===== src/rtl/cic_pkg.sv =====
`default_nettype none
// ============================================================================
// Module   : cic_pkg
// Purpose  : Shared constants, types and helpers for the CIC decimator.
//            - MAX_STAGES / W  : default stage count and datapath width
//            - stage_idx_t     : type that holds an active stage count
//            - eff_n / eff_r   : map the raw stage-count and ratio inputs to
//                                their effective values (0 behaves as 1)
// Revision : 1.0  initial release
// ============================================================================
package cic_pkg;

    localparam int MAX_STAGES = 7;
    localparam int W          = 32;
    localparam int DEC_W      = 16;

    typedef logic [2:0] stage_idx_t;

    // Effective active-stage count; a zero request runs one stage.
    function automatic stage_idx_t eff_n(input logic [2:0] comb_num);
        return (comb_num == 3'd0) ? 3'd1 : comb_num;
    endfunction

    // Effective decimation ratio; zero and one both give one output per cycle.
    function automatic logic [DEC_W-1:0] eff_r(input logic [DEC_W-1:0] dec_num);
        return (dec_num == '0) ? DEC_W'(1) : dec_num;
    endfunction

endpackage
`default_nettype wire


===== src/rtl/cic_comb_stage.sv =====
`default_nettype none
// ============================================================================
// Module   : cic_comb_stage
// Purpose  : One comb section of the CIC decimator: o_y = i_x - D, and the
//            delay D captures i_x on each cycle where i_en is high.
// Ports    : clk   clock
//            rst   asynchronous active-high reset (clears the delay)
//            i_en  delay update enable (decimation strobe for active stages)
//            i_x   comb input
//            o_y   comb output (combinational difference)
// Revision : 1.0  initial release
// ============================================================================
module cic_comb_stage #(
    parameter int W = 32
) (
    input  logic         clk,
    input  logic         rst,
    input  logic         i_en,
    input  logic [W-1:0] i_x,
    output logic [W-1:0] o_y
);

    logic [W-1:0] r_dly;

    assign o_y = i_x - r_dly;

    always_ff @(posedge clk or posedge rst) begin
        if (rst) begin
            r_dly <= '0;
        end else if (i_en) begin
            r_dly <= i_x;
        end
    end

endmodule
`default_nettype wire


===== src/rtl/cic_decimator.sv =====
`default_nettype none
// ============================================================================
// Module   : cic_decimator
// Purpose  : Runtime-configurable CIC (Hogenauer) decimator for a 1-bit PDM
//            stream. Integrators run every clock, combs run once per
//            decimation period; one 32-bit sample per period with a strobe.
// Ports    : clk       clock, one din sample per rising edge
//            rst       asynchronous active-high reset
//            din       PDM input bit (1 -> +1, 0 -> 0)
//            comb_num  active stage count N (0 behaves as 1)
//            dec_num   decimation ratio R (0 and 1 both mean 1)
//            out       filtered sample, modulo 2^W, held between strobes
//            out_rdy   one-cycle strobe marking a new out value
// Revision : 1.0  initial release
// ============================================================================
module cic_decimator #(
    parameter int MAX_STAGES = cic_pkg::MAX_STAGES,
    parameter int W          = cic_pkg::W
) (
    input  logic         clk,
    input  logic         rst,
    input  logic         din,
    input  logic [2:0]   comb_num,
    input  logic [15:0]  dec_num,
    output logic [W-1:0] out,
    output logic         out_rdy
);

    import cic_pkg::*;

    logic [W-1:0]          r_integ [MAX_STAGES];
    logic [W-1:0]          w_stage_out [MAX_STAGES];
    logic [MAX_STAGES-1:0] w_en;
    logic [15:0]           r_cnt;
    logic [15:0]           w_r;
    stage_idx_t            w_n;
    logic                  w_strobe;
    logic [W-1:0]          w_tap;
    logic [W-1:0]          w_comb_out;
    logic [W-1:0]          r_out;
    logic                  r_rdy;

    // Effective configuration. The extra clamp only matters when the design
    // is built with fewer stages than comb_num can address.
    always_comb begin
        w_n = eff_n(comb_num);
        if (int'(w_n) > MAX_STAGES) begin
            w_n = stage_idx_t'(MAX_STAGES);
        end
    end

    assign w_r = eff_r(dec_num);

    // ">=" rather than "==" so that lowering dec_num while the counter is
    // already past the new terminal count still wraps at once.
    assign w_strobe = (r_cnt >= (w_r - 16'd1));

    // Pipelined integrator chain: every stage adds the previous stage's
    // registered value, so stage k lags stage 1 by k-1 cycles.
    always_ff @(posedge clk or posedge rst) begin
        if (rst) begin
            for (int k = 0; k < MAX_STAGES; k++) begin
                r_integ[k] <= '0;
            end
        end else begin
            r_integ[0] <= r_integ[0] + W'(din);
            for (int k = 1; k < MAX_STAGES; k++) begin
                r_integ[k] <= r_integ[k] + r_integ[k-1];
            end
        end
    end

    // Tap selection and per-stage delay enables; stages beyond N keep
    // their delay contents untouched.
    always_comb begin
        w_tap = r_integ[0];
        for (int k = 0; k < MAX_STAGES; k++) begin
            if (k == int'(w_n) - 1) begin
                w_tap = r_integ[k];
            end
            w_en[k] = w_strobe && (k < int'(w_n));
        end
    end

    // Comb chain. Each generate scope owns its own wires so the chain is a
    // plain feed-forward path rather than one self-referencing array.
    for (genvar k = 0; k < MAX_STAGES; k++) begin : g_comb
        logic [W-1:0] w_x;
        logic [W-1:0] w_y;

        if (k == 0) begin : g_first
            assign w_x = w_tap;
        end else begin : g_rest
            assign w_x = g_comb[k-1].w_y;
        end

        cic_comb_stage #(
            .W (W)
        ) u_stage (
            .clk  (clk),
            .rst  (rst),
            .i_en (w_en[k]),
            .i_x  (w_x),
            .o_y  (w_y)
        );

        assign w_stage_out[k] = w_y;
    end

    // Output of the last active comb stage.
    always_comb begin
        w_comb_out = w_stage_out[0];
        for (int k = 0; k < MAX_STAGES; k++) begin
            if (k == int'(w_n) - 1) begin
                w_comb_out = w_stage_out[k];
            end
        end
    end

    // Decimation counter and output register.
    always_ff @(posedge clk or posedge rst) begin
        if (rst) begin
            r_cnt <= '0;
            r_out <= '0;
            r_rdy <= 1'b0;
        end else if (w_strobe) begin
            r_cnt <= '0;
            r_out <= w_comb_out;
            r_rdy <= 1'b1;
        end else begin
            r_cnt <= r_cnt + 16'd1;
            r_rdy <= 1'b0;
        end
    end

    assign out     = r_out;
    assign out_rdy = r_rdy;

endmodule
`default_nettype wire


===== config.mk =====
export PLATFORM = sky130hd
export DESIGN_NAME = cic_decimator
export DESIGN_NICKNAME = d
export VERILOG_FILES = /design/src/rtl/cic_pkg.sv /design/src/rtl/cic_comb_stage.sv /design/src/rtl/cic_decimator.sv
export SDC_FILE = /design/constraint.sdc
export NUM_CORES = 2
export LEC_CHECK = 0
export CAP_MARGIN = 30
export CORE_ASPECT_RATIO = 0.5
export CORE_MARGIN = 3
export CORE_UTILIZATION = 50
export CTS_CLUSTER_DIAMETER = 40
export CTS_CLUSTER_SIZE = 10
export DETAILED_ROUTE_END_ITERATION = 16
export MAX_ROUTING_LAYER = met4
export PLACE_DENSITY = 0.66
export SLEW_MARGIN = 15
export SYNTH_ARGS = -nofsm -noshare
export SYNTH_HDL_FRONTEND = slang
export SYNTH_SLANG_ARGS = --single-unit
export TNS_END_PERCENT = 50

===== constraint.sdc =====
create_clock -name clk -period 20.9 [get_ports clk]
set_clock_uncertainty 0.15 [all_clocks]
set_input_delay 3.135 -clock clk [delete_from_list [all_inputs] [get_ports clk]]
set_output_delay 3.135 -clock clk [all_outputs]
set_load 0.02 [all_outputs]

==> impl_metrics.ini <==
[final_layout]
antenna_cells = 0
area_delta_synth_final_pct = 9.93
nNetsFinal = 4957
layout-drive-gt1-share_pct = 7.82

[synthesis]
syn-num-nets = 4923
synth_top_area_share_pct = 31.6
ys_seq_elements = 497
postSynthAreaPerCell_um2 = 8.83
yosysMostFrequentCell = dfrtp_1
yosys.cell_types.count = 99
synth_edf_count = 0
yosys.area.top_type = dfrtp_1
ys_seq_area_share_pct = 31.6
synthTopCellsByArea = dfrtp_1 32%, ha_1 13%, xnor2_1 6.6%
yosys_warnings = 0
synthFlopType = dfrtp_1
synthArstFlopShare_pct = 100
postSynthCellCount = 4464
syn_area_um2 = 39400
synth_common_cells = 497 x dfrtp_1, 424 x ha_1, 411 x a21oi_1

[place]
io_buffers = 54
gp_congestion = 0.921
hpwl_um = 72000

[timing]
setup_viol = 0
tightest_slew_ns = 0.943
period_minus_slack_ns = 18.36
max_clock_freq_mhz = 54.5
rsz0062_at_grt = false
hold_violations = 0
slew_violations = 0
timing.final.crit_share_pct = 87.8
relSlewSlack_pct = 37.1
final.setup.tns_ns = 0

[clock_tree]
clk_pin_slew_ns = 0.06
cts_resized = 0
clockBufferDepth = 3
cts_made_buffers = 70
cts_hold_buf = 0
post-cts-setup-buffers = 0
insertion_delay_ns = 0.64
cts_tree = built
h-tree-depth = 3
cts_root_buf = clkbuf_16
numClockSinks = 497

[floorplanning]
fp.dieH_um = 205
ios = 55
core_um2 = 77700
dieArea_um2 = 82400
start_util_pct = 50.8
die_w_um = 403
rows = 72

[grt]
top_usage_layer = met2
grt_max_degree = 162
grt_overflow = 0
grt_pass1_wl_um = 158000
met3_usage_pct = 3.10
grt_pass1_vias = 31500
use_met2_pct = 37.5
antenna_found_initial = 1
grt_usage_pct = 24.0
met1_usage_pct = 32.9

[worst_setup_path]
crit_arrival_ns = 18.78
worst-setup-path-type = in -> reg
end_kind = flop
worst_path_largest_cell_delay_ns = 0.82
crit_fanout = 63
path_common_cell = a21oi_1
crit_start = comb_num[1]
crit_slowest_cell = clkdlybuf4s50_1
r2r_start = r_integ[192]
cp-start-kind = input port
required_ns = 21.32

[routing]
viasPerCell = 5.71
routed_wl_um = 96000
postRouteAntennaNets = 0
drt_iter0_markers = 2032
drc_errors = 0
first_pass_iters = 7
wire_per_inst_um = 17.2
num_vias = 31800

[min_path]
hold_path.class = reg -> reg
hp-start = out[12]

[job]
maxCapViolations = 0

[outcome]
outcome = completed
==> cell type report <==
cell class / instances / area, µm²
Clock buffer: 91 / 1930
Timing Repair Buffer: 84 / 833
Inverter: 363 / 1370
Sequential cell: 497 / 12400
Tap cell: 1036 / 1300
Clock inverter: 21 / 305
Fill cell: 6909 / 34300
Multi-Input combinational cell: 3482 / 25200
==> worst max-delay path: cells and delay by family <==
family / cells / cell delay, ns
and+or+nand+nor: 17 / 3.13
xor gates and xnor gates: 6 / 1.26
adders and majority gates: 9 / 3.10
buffers and inverters: 3 / 1.09
AOI/OAI and AO/OA: 32 / 6.98
==> final timing paths <==
| check | end | depth (start not counted) | slack (ns) |
|---|---|---|---|
| min in group asynchronous | r_integ[192] | 2 | 2.93 |
| min reg2reg | out[12] | 2 | 0.32 |
| min | out[12] | 2 | 0.32 |
| max | out[30] | 67 | 2.54 |
| max in group asynchronous | g_comb[3].u_stage.r_dly[14] | 5 | 14.75 |
| max reg2reg | out[30] | 62 | 6.79 |
==> stage by stage <==
step                cell area (µm²)  hold slack (ns)  std cells  worst slack [ns]  util [%]
CTS                           43300            0.332       5572              2.56      55.7
global placement              41000            0.312       5459              2.32      52.8
floorplan                     39400            0.300       4464              3.74         -
detailed placement            41000            0.319       5460              1.95      52.8
global route                  43300            0.358       5574              1.20      55.8
finish                        43300            0.322       5574              2.54      55.8
==> sequential cells by signal (all words and copies together), names as in the netlist <==
| name | count |
|---|---|
| g_comb.u_stage.r_dly | 224 |
| out | 32 |
| out_rdy | 1 |
| r_cnt | 16 |
| r_integ | 224 |
==> layer usage <==
layer	share of wire [%]	up-vias
met5	0	-
met1	50	15000
met4	2.3	0
met2	44	637
met3	4.2	163
li1	-	16000
==> kinds of logic after synthesis <==
kind of cell / synth area share [%]
multiplexers: 5.93
buffers and inverters: 4.71
XOR/XNOR: 9.23
AND/OR/NAND/NOR: 12.8
adder cells (fa/ha/maj): 14.1
flip-flops: 31.6
AO/OA/AOI/OAI: 21.7
==> cell usage in the layout, fill, tap and decap left out, drive strengths merged, types with 10 or more instances in the layout <==
cell type / count
o31a: 11
o21bai: 54
a221oi: 10
xor2: 108
o21a: 59
a31oi: 49
nor2b: 45
mux2i: 58
nor3: 83
a31o: 12
nor4: 13
a221o: 11
nand2: 272
mux2: 156
or3: 24
and2: 22
a211o: 10
a211oi: 117
buf: 31
and4: 13
nor2: 403
clkdlybuf4s50: 53
and3: 37
a21o: 144
o311ai: 12
a21boi: 25
ha: 424
a21oi: 413
fa: 13
o21ai: 278
nand4: 12
inv: 367
clkbuf: 91
o31ai: 14
nand3: 85
o211ai: 20
nand2b: 61
xnor2: 298
or2: 13
dfrtp: 497
Power is left out: the tool's default activity adds up to more than one toggle a clock period on the data nets, which glitch-free logic cannot reach.
